===== src/rtl/gate_matrix_reader_if.sv =====
// rtl/gate_matrix_reader_if.sv - valid/ready word stream from the gate-matrix reader to the datapath
interface gate_matrix_reader_if #(
    parameter int DATA_WIDTH = 32,
    parameter int IDX_W      = 4
);
    logic                  m_valid;
    logic                  m_ready;
    logic [DATA_WIDTH-1:0] m_data;
    logic [IDX_W-1:0]      m_index;
    logic                  m_last;

    modport master (
        output m_valid,
        output m_data,
        output m_index,
        output m_last,
        input  m_ready
    );

    modport slave (
        input  m_valid,
        input  m_data,
        input  m_index,
        input  m_last,
        output m_ready
    );
endinterface


===== src/rtl/gate_matrix_reader.sv =====
// rtl/gate_matrix_reader.sv - fetches one COUNT-word gate-matrix block from RAM onto a valid/ready stream
module gate_matrix_reader #(
    parameter int DATA_WIDTH    = 32,
    parameter int ADDRESS_WIDTH = 12,
    parameter int COUNT         = 16
) (
    input  logic                     clk,
    input  logic                     reset,
    input  logic                     start,
    input  logic [ADDRESS_WIDTH-1:0] base_addr,
    output logic                     busy,
    output logic                     done,
    output logic                     ram_req,
    output logic [ADDRESS_WIDTH-1:0] ram_addr,
    input  logic [DATA_WIDTH-1:0]    ram_data,
    gate_matrix_reader_if.master     m
);
    localparam int IDX_W = $clog2(COUNT);

    typedef enum logic [1:0] {
        IDLE,
        ADDR,
        LOAD,
        SEND
    } state_t;

    state_t           state;
    logic [IDX_W-1:0] idx;

    // ram_addr itself holds base+idx; it wraps naturally at 2^ADDRESS_WIDTH.
    always_ff @(posedge clk or posedge reset) begin
        if (reset) begin
            state     <= IDLE;
            idx       <= '0;
            busy      <= 1'b0;
            done      <= 1'b0;
            ram_req   <= 1'b0;
            ram_addr  <= '0;
            m.m_valid <= 1'b0;
            m.m_data  <= '0;
            m.m_index <= '0;
            m.m_last  <= 1'b0;
        end else begin
            done <= 1'b0;
            case (state)
                IDLE: begin
                    if (start) begin
                        ram_addr <= base_addr;
                        idx      <= '0;
                        busy     <= 1'b1;
                        ram_req  <= 1'b1;
                        state    <= ADDR;
                    end
                end
                ADDR: begin
                    state <= LOAD;
                end
                LOAD: begin
                    m.m_data  <= ram_data;
                    m.m_index <= idx;
                    m.m_last  <= (idx == IDX_W'(COUNT - 1));
                    m.m_valid <= 1'b1;
                    state     <= SEND;
                end
                SEND: begin
                    if (m.m_ready) begin
                        m.m_valid <= 1'b0;
                        if (m.m_last) begin
                            m.m_last <= 1'b0;
                            done     <= 1'b1;
                            busy     <= 1'b0;
                            ram_req  <= 1'b0;
                            state    <= IDLE;
                        end else begin
                            idx      <= idx + IDX_W'(1);
                            ram_addr <= ram_addr + ADDRESS_WIDTH'(1);
                            state    <= ADDR;
                        end
                    end
                end
                default: state <= IDLE;
            endcase
        end
    end
endmodule


===== src/flat_wrapper.sv =====
// flat-port wrapper written by rule: the top's interface ports become plain ports
module gate_matrix_reader_flat 
#(
    parameter int DATA_WIDTH    = 32,
    parameter int ADDRESS_WIDTH = 12,
    parameter int COUNT         = 16
)
  (clk, reset, start, base_addr, busy, done, ram_req, ram_addr, ram_data, m_m_valid, m_m_data, m_m_index, m_m_last, m_m_ready);
  gate_matrix_reader_if #(.DATA_WIDTH(DATA_WIDTH), .IDX_W(4)) m_i ();
  input  logic clk;
  input  logic reset;
  input  logic start;
  input  logic [ADDRESS_WIDTH-1:0] base_addr;
  output logic busy;
  output logic done;
  output logic ram_req;
  output logic [ADDRESS_WIDTH-1:0] ram_addr;
  input  logic [DATA_WIDTH-1:0] ram_data;
  output wire logic [$bits(m_i.m_valid)-1:0] m_m_valid;
  output wire logic [$bits(m_i.m_data)-1:0] m_m_data;
  output wire logic [$bits(m_i.m_index)-1:0] m_m_index;
  output wire logic [$bits(m_i.m_last)-1:0] m_m_last;
  input wire logic [$bits(m_i.m_ready)-1:0] m_m_ready;
  assign m_m_valid = m_i.m_valid;
  assign m_m_data = m_i.m_data;
  assign m_m_index = m_i.m_index;
  assign m_m_last = m_i.m_last;
  assign m_i.m_ready = m_m_ready;
  gate_matrix_reader #(.DATA_WIDTH(DATA_WIDTH), .ADDRESS_WIDTH(ADDRESS_WIDTH), .COUNT(COUNT)) u_core (.clk(clk), .reset(reset), .start(start), .base_addr(base_addr), .busy(busy), .done(done), .ram_req(ram_req), .ram_addr(ram_addr), .ram_data(ram_data), .m(m_i));
endmodule

===== config.mk =====
export PLATFORM = sky130hd
export DESIGN_NAME = gate_matrix_reader_flat
export DESIGN_NICKNAME = d
export VERILOG_FILES = /design/src/rtl/gate_matrix_reader_if.sv /design/src/rtl/gate_matrix_reader.sv /design/src/flat_wrapper.sv
export SDC_FILE = /design/constraint.sdc
export NUM_CORES = 1
export LEC_CHECK = 0
export CORE_MARGIN = 4
export CORE_UTILIZATION = 39
export DETAILED_ROUTE_END_ITERATION = 10
export PLACE_DENSITY = 0.75
export REMOVE_ABC_BUFFERS = 1
export SYNTH_ARGS = -nofsm -noshare
export SYNTH_HDL_FRONTEND = slang
export SYNTH_SLANG_ARGS = --single-unit

===== constraint.sdc =====
create_clock -name clk -period 1.7 [get_ports clk]
set_clock_uncertainty 0.1 [all_clocks]
set_input_delay 0.17 -clock clk [delete_from_list [all_inputs] [get_ports clk]]
set_output_delay 0.17 -clock clk [all_outputs]
set_load 0.005 [all_outputs]

==> impl_results.md, run 1 <==
* Die height at 89.9 um
* Most common cell in the synthesized netlist: sky130_fd_sc_hd__dfrtp_1
* Total Die Area at 8080 um^2
* Estimated wirelength of the detail-placed design at 4.79 mm
* Routed wire length at 6.67 mm
* Post-Place Cells at 401
* Type of the setup path with the least slack: flop to flop
* Die span in x at 89.9 um
* Cell count after synthesis at 224
* Area Growth Syn to Fin at 56.7%
* Num ports at 101
* Residual DRC count at 0
* Post-synthesis instance area at 2620 um^2
* Starting Density at 40.7%
* Arrival time at the worst endpoint at 1870 ps
* Buffers from clock root to sink, at most at 2
* Inserted Clock Buffers at 9
* Sequential share of the synthesized area at 55.5%
* Global-route wire length before repair at 11.0 mm
* Top cells by instance count after synthesis: sky130_fd_sc_hd__dfrtp_1 (58), sky130_fd_sc_hd__mux2_2 (36), sky130_fd_sc_hd__a21oi_1 (18)
* Power density relative to cell area at 1870 nW/um^2
* Routed len/inst at 15.9 um
* Core area at 6420 um^2
* Post-Route Setup TNS at -21.4 ps
* Count of standard-cell rows at 29
* Overall global routing resource usage at 17.2%
* Maximum Capacitance Violations at 0
* CTS Root Cell: sky130_fd_sc_hd__clkbuf_8
* Final hold vios at 0
* Largest net degree at the start of global routing at 40
* Number of endpoints failing setup at the final stage at 3
* Top post-synthesis cells by area: sky130_fd_sc_hd__dfrtp_1 (55%), sky130_fd_sc_hd__mux2_2 (15%), sky130_fd_sc_hd__a21oi_1 (3.4%), sky130_fd_sc_hd__o21ai_0 (3.1%), sky130_fd_sc_hd__ha_1 (2.9%)
* Run status: finished with violations
* Quantity of I/O buffers inserted on ports at 100
* Max Transition Viols Final at 0
* N_diodes at 0
* Total number of nets in the final design at 392
* Library cell occupying the most area in the post-synthesis netlist: sky130_fd_sc_hd__dfrtp_1
* Post-place setup slack at -108 ps
* Number of antenna violations at the first check in global routing at 0
* Final critical path time including I/O delays and setup at 1710 ps
* Sinks on Clock Net at 58
* Number of distinct library cells after synthesis at 34
* Post-layout instance count excluding filler cells at 420
* Critical path endpoint category: flop
* Peak supply drop at 1.05 mV
* Share of flip-flops with an asynchronous set or reset at 100%
* HP Class: input port to asynchronous set/reset pin
* Via count of the first global-routing pass at 2,196
* Static leakage at 1.70 nW
* Iter 0 DRT Violations at 50
* Number of routed nets with antenna violations at 0
* Max Fanout on Critical Path at 8
* Fraction of final layout cells sized beyond drive strength 1 at 25.4%
* Last weighted congestion value of the routability-driven placer at 0.762
* Violations in the final reports: negative setup slack
* Total of flip-flops plus latches after synthesis at 58
* Max Freq at 583 MHz
* Setup repair after global routing missed its margin: true
* Period utilization at 101%
* Depth of the CTS H-tree at 3
* Number of warning messages in the yosys log at 0
* Tightest slew margin relative to the limit at 72.9%
* Average vias per placed instance at 5.19
* Total congestion overflow at 0
* Critical path required time at 1860 ps
* Clk Latency, worst-skew pair at 330 ps
* Worst setup SP type: flop
* Clock tree from TritonCTS: done
* Count of TritonRoute iterations in the first routing pass at 4
* Transition time at the pin with the least slew margin at 406 ps
* CTS clock-pin slew for the worst setup and hold paths at 70 ps
* Vias after detailed routing at 2,178
* Worst Slack Setup Final at -14.4 ps
* Avg Cell Area, Syn at 11.7 um^2
* Most used flip-flop cell after synthesis: sky130_fd_sc_hd__dfrtp_1
* Area share of the largest cell type after synthesis at 55.5%
* EDFF count, synth at 0
## layer usage
metal	track usage (%)	wire, um	up-vias
li1	-	-	1037
met1	22.7	3160	1036
met2	26.1	3020	97
met3	5.18	407	8
met4	7.78	89	0
met5	0	0	-
## cell usage in the layout, fill, tap and decap left out, types with 3 or more instances in the layout
master and count:
sky130_fd_sc_hd__o21ai_0 13, sky130_fd_sc_hd__ha_1 3, sky130_fd_sc_hd__and3_1 3, sky130_fd_sc_hd__mux2_2 36, sky130_fd_sc_hd__nand4_1 3, sky130_fd_sc_hd__nand3_1 10, sky130_fd_sc_hd__a2bb2oi_1 4, sky130_fd_sc_hd__a21oi_1 16
sky130_fd_sc_hd__o21ai_1 3, sky130_fd_sc_hd__clkbuf_8 10, sky130_fd_sc_hd__nor2_1 7, sky130_fd_sc_hd__dfrtp_1 56, sky130_fd_sc_hd__o22ai_1 6, sky130_fd_sc_hd__buf_12 3, sky130_fd_sc_hd__clkdlybuf4s50_1 100, sky130_fd_sc_hd__inv_2 3
sky130_fd_sc_hd__buf_4 13, sky130_fd_sc_hd__nand2_1 16
## layout make-up
| class | count | area, um^2 |
|---|---|---|
| fill | 514 | 2320 |
| sequential | 58 | 1450 |
| timing repair buffer | 117 | 1170 |
| multi-input combinational | 146 | 1130 |
| clock buffer | 11 | 141 |
| tap | 77 | 96.3 |
| clock inverter | 5 | 77.6 |
| inverter | 6 | 26.3 |
## power breakdown
| group | total [mW] | internal [mW] | switching, mW |
|---|---|---|---|
| Combinational | 3.80 | 2.32 | 1.48 |
| Clock | 1.40 | 0.860 | 0.545 |
| Sequential | 2.48 | 2.02 | 0.459 |
| Total | 7.68 | 5.20 | 2.48 |
## final timing paths
path                                     start                  end  slack [ps]  depth (start not counted)
hold / removal                           reset  u_core.m.m_data[16]          50                          2
max in group asynchronous                reset      u_core.state[1]         970                          3
setup reg to reg               u_core.state[1]   u_core.ram_addr[8]         -10                          7
min in group clk                   ram_data[7]   u_core.m.m_data[7]         350                          2
setup / recovery               u_core.state[1]   u_core.ram_addr[8]         -10                          7
hold reg to reg            u_core.m.m_index[0]  u_core.m.m_index[0]         410                          1
## stage by stage
stage / util [%] / hold WS [ps] / instance area, um^2 / total power, mW
final: 63.8 / 48.1 / 4100 / 7.68
after global routing: 63.8 / 76.2 / 4100 / 8.24
after CTS: 63.1 / 45.1 / 4050 / 7.62
after detailed placement: 59.0 / 395 / 3790 / 6.09
after global placement: 59.0 / 387 / 3790 / 5.95
after floorplan: - / 179 / 2550 / 4.13
## cell families after synthesis
group	share of synthesized area, %
AO/OA/AOI/OAI	12.7
AND/OR/NAND/NOR	9.23
buffers and inverters	3.49
flip-flops	55.5
adder cells (fa/ha/maj)	2.87
multiplexers	16.3
## registers in the layout (all words and copies together), names as in the netlist
| register | cells |
|---|---|
| u_core.ram_addr | 12 |
| u_core.idx | 4 |
| u_core.busy | 1 |
| u_core.m.m_valid | 1 |
| u_core.m.m_last | 1 |
| u_core.m.m_index | 4 |
| u_core.state | 2 |
| u_core.m.m_data | 32 |
| u_core.done | 1 |
## what timing repair did
item,4_1_cts,5_1_grt
hold buffers,0,0
setup endpoints to repair,17,31
resized for setup,11,9
buffers inserted,1,2
pin swaps,0,0
## worst max-delay path, stage by stage (launching register included)
cell	delay [ps]
sky130_fd_sc_hd__dfrtp_2	420
sky130_fd_sc_hd__inv_2	70
sky130_fd_sc_hd__ha_4	160
sky130_fd_sc_hd__nor2b_4	140
sky130_fd_sc_hd__a211o_1	260
sky130_fd_sc_hd__buf_4	180
sky130_fd_sc_hd__a21oi_1	130
sky130_fd_sc_hd__a2bb2oi_1	160
Power figures use the tool's default switching activity.
==> inputs of run 2 (changes only) <==
MAX_ROUTING_LAYER = met4   (was unset)
==> run 2 against run 1 <==
Effect of this change: the run still ends with negative setup slack left; maximum frequency about the same; count of clock-buffer cells in the layout unchanged; sequential cell count unchanged; worst hold slack better by 5.3 ps; combinational power about the same; non-clock buffer count unchanged; global-route usage up 0.49 points; sequential power about the same; largest cell class unchanged.
==> impl_results.md, run 2 (synthesis results as in run 1) <==
* Number of antenna violations at the first check in global routing at 0 (unchanged)
* Period utilization at 101% (about the same)
* Tightest slew margin relative to the limit at 72.9% (about the same)
* Starting Density at 40.7% (unchanged)
* Die height at 89.9 um (unchanged)
* Setup repair after global routing missed its margin: true
* Type of the setup path with the least slack: flop to flop
* Register with the most flip-flops: u_core.m.m_data
* Violations in the final reports: negative setup slack
* Switching power at 2.49 mW (+0.14%)
* CTS Root Cell: sky130_fd_sc_hd__clkbuf_8
* Total of hold buffers inserted after clock tree synthesis at 0 (unchanged)
* Area Growth Syn to Fin at 56.7% (unchanged)
* Quantity of I/O buffers inserted on ports at 100 (unchanged)
* Max Fanout on Critical Path at 8 (unchanged)
* Worst Slack Setup Final at -13.0 ps (+1.49 ps)
* Critical path endpoint category: flop
* Die span in x at 89.9 um (unchanged)
* Iter 0 DRT Violations at 61 (+22%)
* Max Freq at 584 MHz (about the same)
* Number of routed nets with antenna violations at 0 (unchanged)
* Critical path required time at 1860 ps (about the same)
* Total Die Area at 8080 um^2 (unchanged)
* Fraction of final layout cells sized beyond drive strength 1 at 25.4% (unchanged)
* Core area at 6420 um^2 (unchanged)
* Final hold vios at 0 (unchanged)
* Buffers from clock root to sink, at most at 2 (unchanged)
* N_diodes at 0 (unchanged)
* Top library cells by usage in the layout, fill and taps aside: sky130_fd_sc_hd__clkdlybuf4s50_1 (100), sky130_fd_sc_hd__dfrtp_1 (56), sky130_fd_sc_hd__mux2_2 (36)
* Peak supply drop at 1.05 mV (+0.14%)
* Post-Route Setup TNS at -20.7 ps (+0.630 ps)
* Clock tree from TritonCTS: done
* Int Pwr at 5.20 mW (about the same)
* Static leakage at 1.70 nW (unchanged)
* Net Sw Frac at 32.4% (about the same)
* Max reg flops at 32 (unchanged)
* Clock share of power at 18.3% (about the same)
* Power density relative to cell area at 1870 nW/um^2 (about the same)
* Run status: finished with violations
* Num ports at 101 (unchanged)
* Sinks on Clock Net at 58 (unchanged)
* Total congestion overflow at 0 (unchanged)
* Routed wire length at 6.69 mm (+0.24%)
* Final critical path time including I/O delays and setup at 1710 ps (-1.49 ps)
* Gate power share at 49.4% (about the same)
* Inserted Clock Buffers at 9 (unchanged)
* Overall global routing resource usage at 17.7% (+0.49 points)
* Average vias per placed instance at 5.18 (about the same)
* Worst setup SP type: flop
* Depth of the CTS H-tree at 3 (unchanged)
* Last weighted congestion value of the routability-driven placer at 0.772 (+1.3%)
* Most frequent standard cell in the layout excluding fill and tap cells: sky130_fd_sc_hd__clkdlybuf4s50_1
* Global-route wire length before repair at 11.0 mm (unchanged)
* Flop pwr share at 32.3% (about the same)
* Arrival time at the worst endpoint at 1870 ps (about the same)
* Max Transition Viols Final at 0 (unchanged)
* Count of standard-cell rows at 29 (unchanged)
* Estimated wirelength of the detail-placed design at 4.79 mm (unchanged)
* Vias after detailed routing at 2,177 (-0.046%)
* CTS clock-pin slew for the worst setup and hold paths at 70 ps (about the same)
* Hold Slack at 53.4 ps (+5.30 ps)
* Largest net degree at the start of global routing at 40 (unchanged)
* Clk Latency, worst-skew pair at 330 ps (about the same)
* Residual DRC count at 0 (unchanged)
* Maximum Capacitance Violations at 0 (unchanged)
* Post-route standard cell area excluding fillers at 4100 um^2 (unchanged)
* Routed len/inst at 15.9 um (+0.24%)
* Transition time at the pin with the least slew margin at 407 ps (+0.844 ps)
* Largest registers: u_core.m.m_data: 32 flops, u_core.ram_addr: 12 flops
* Count of TritonRoute iterations in the first routing pass at 4 (unchanged)
* Number of endpoints failing setup at the final stage at 3 (unchanged)
* Total number of nets in the final design at 392 (unchanged)
* Fill cell count at 514 (unchanged)
* Post-DP Area at 3790 um^2 (unchanged)
* Via count of the first global-routing pass at 2,200 (+0.18%)
* HP Class: input port to asynchronous set/reset pin
-- run 2: cell counts in the layout (fill, tap and decap cells not counted) --
Identical to the previous run, type by type.
-- run 2: what timing repair did --
action | CTS | global route
resized for setup | 11 | 9
setup buffers | 1 | 2
endpoints found under the setup margin | 17 | 31
-- run 2: critical path, cell delays in order (launching register included) --
cell	delay, ps
sky130_fd_sc_hd__dfrtp_2	420
sky130_fd_sc_hd__inv_2	70
sky130_fd_sc_hd__ha_4	160
sky130_fd_sc_hd__nor2b_4	140
sky130_fd_sc_hd__a211o_1	260
sky130_fd_sc_hd__buf_4	180
sky130_fd_sc_hd__a21oi_1	130
sky130_fd_sc_hd__a2bb2oi_1	160
-- run 2: through the flow --
stage / cells / power (mW) / utilization, % / setup WS (ps)
after floorplan: 210 / 4.13 / - / -638
after global placement: 401 / 5.95 / 59.0 / -76.5
after detailed placement: 401 / 6.09 / 59.0 / -108
after CTS: 418 / 7.62 / 63.1 / -4.85
after global routing: 420 / 8.24 / 63.8 / -95.0
final: 420 / 7.68 / 63.8 / -13.0
-- run 2: worst paths after layout --
check | start | endpoint | slack, ps | cells past startpoint
min | reset | u_core.m.m_data[16] | 50 | 2
min reg2reg | u_core.m.m_data[19] | u_core.m.m_data[19] | 410 | 1
min in group clk | ram_data[8] | u_core.m.m_data[8] | 340 | 2
max reg2reg | u_core.state[1] | u_core.ram_addr[8] | -10 | 7
max | u_core.state[1] | u_core.ram_addr[8] | -10 | 7
max in group asynchronous | reset | u_core.state[1] | 960 | 3
-- run 2: routing by layer --
layer / up-vias / global-route usage [%] / part of all wire, %
met5: - / - / 0
met4: 0 / 7.78 / 1.3
met3: 8 / 5.18 / 6.4
met2: 99 / 26.1 / 45
met1: 1031 / 22.7 / 47
li1: 1039 / - / -
-- run 2: power by group through the flow --
stage | Sequential, mW | Clock [mW] | Combinational [mW]
2_1_floorplan | 2.46 | 0 | 1.67
3_3_place_gp | 2.45 | 0 | 3.51
3_5_place_dp | 2.49 | 0 | 3.61
4_1_cts | 2.48 | 1.44 | 3.69
5_1_grt | 2.58 | 1.52 | 4.15
6_report | 2.48 | 1.41 | 3.80
-- run 2: area by class of cell --
| class | count | area [um^2] | share of cell area [%] |
|---|---|---|---|
| sequential | 58 | 1450 | 35.5 |
| timing repair buffer | 117 | 1170 | 28.5 |
| multi-input combinational | 146 | 1130 | 27.7 |
| clock buffer | 11 | 141 | 3.45 |
| tap | 77 | 96.3 | 2.35 |
| clock inverter | 5 | 77.6 | 1.89 |
| inverter | 6 | 26.3 | 0.641 |
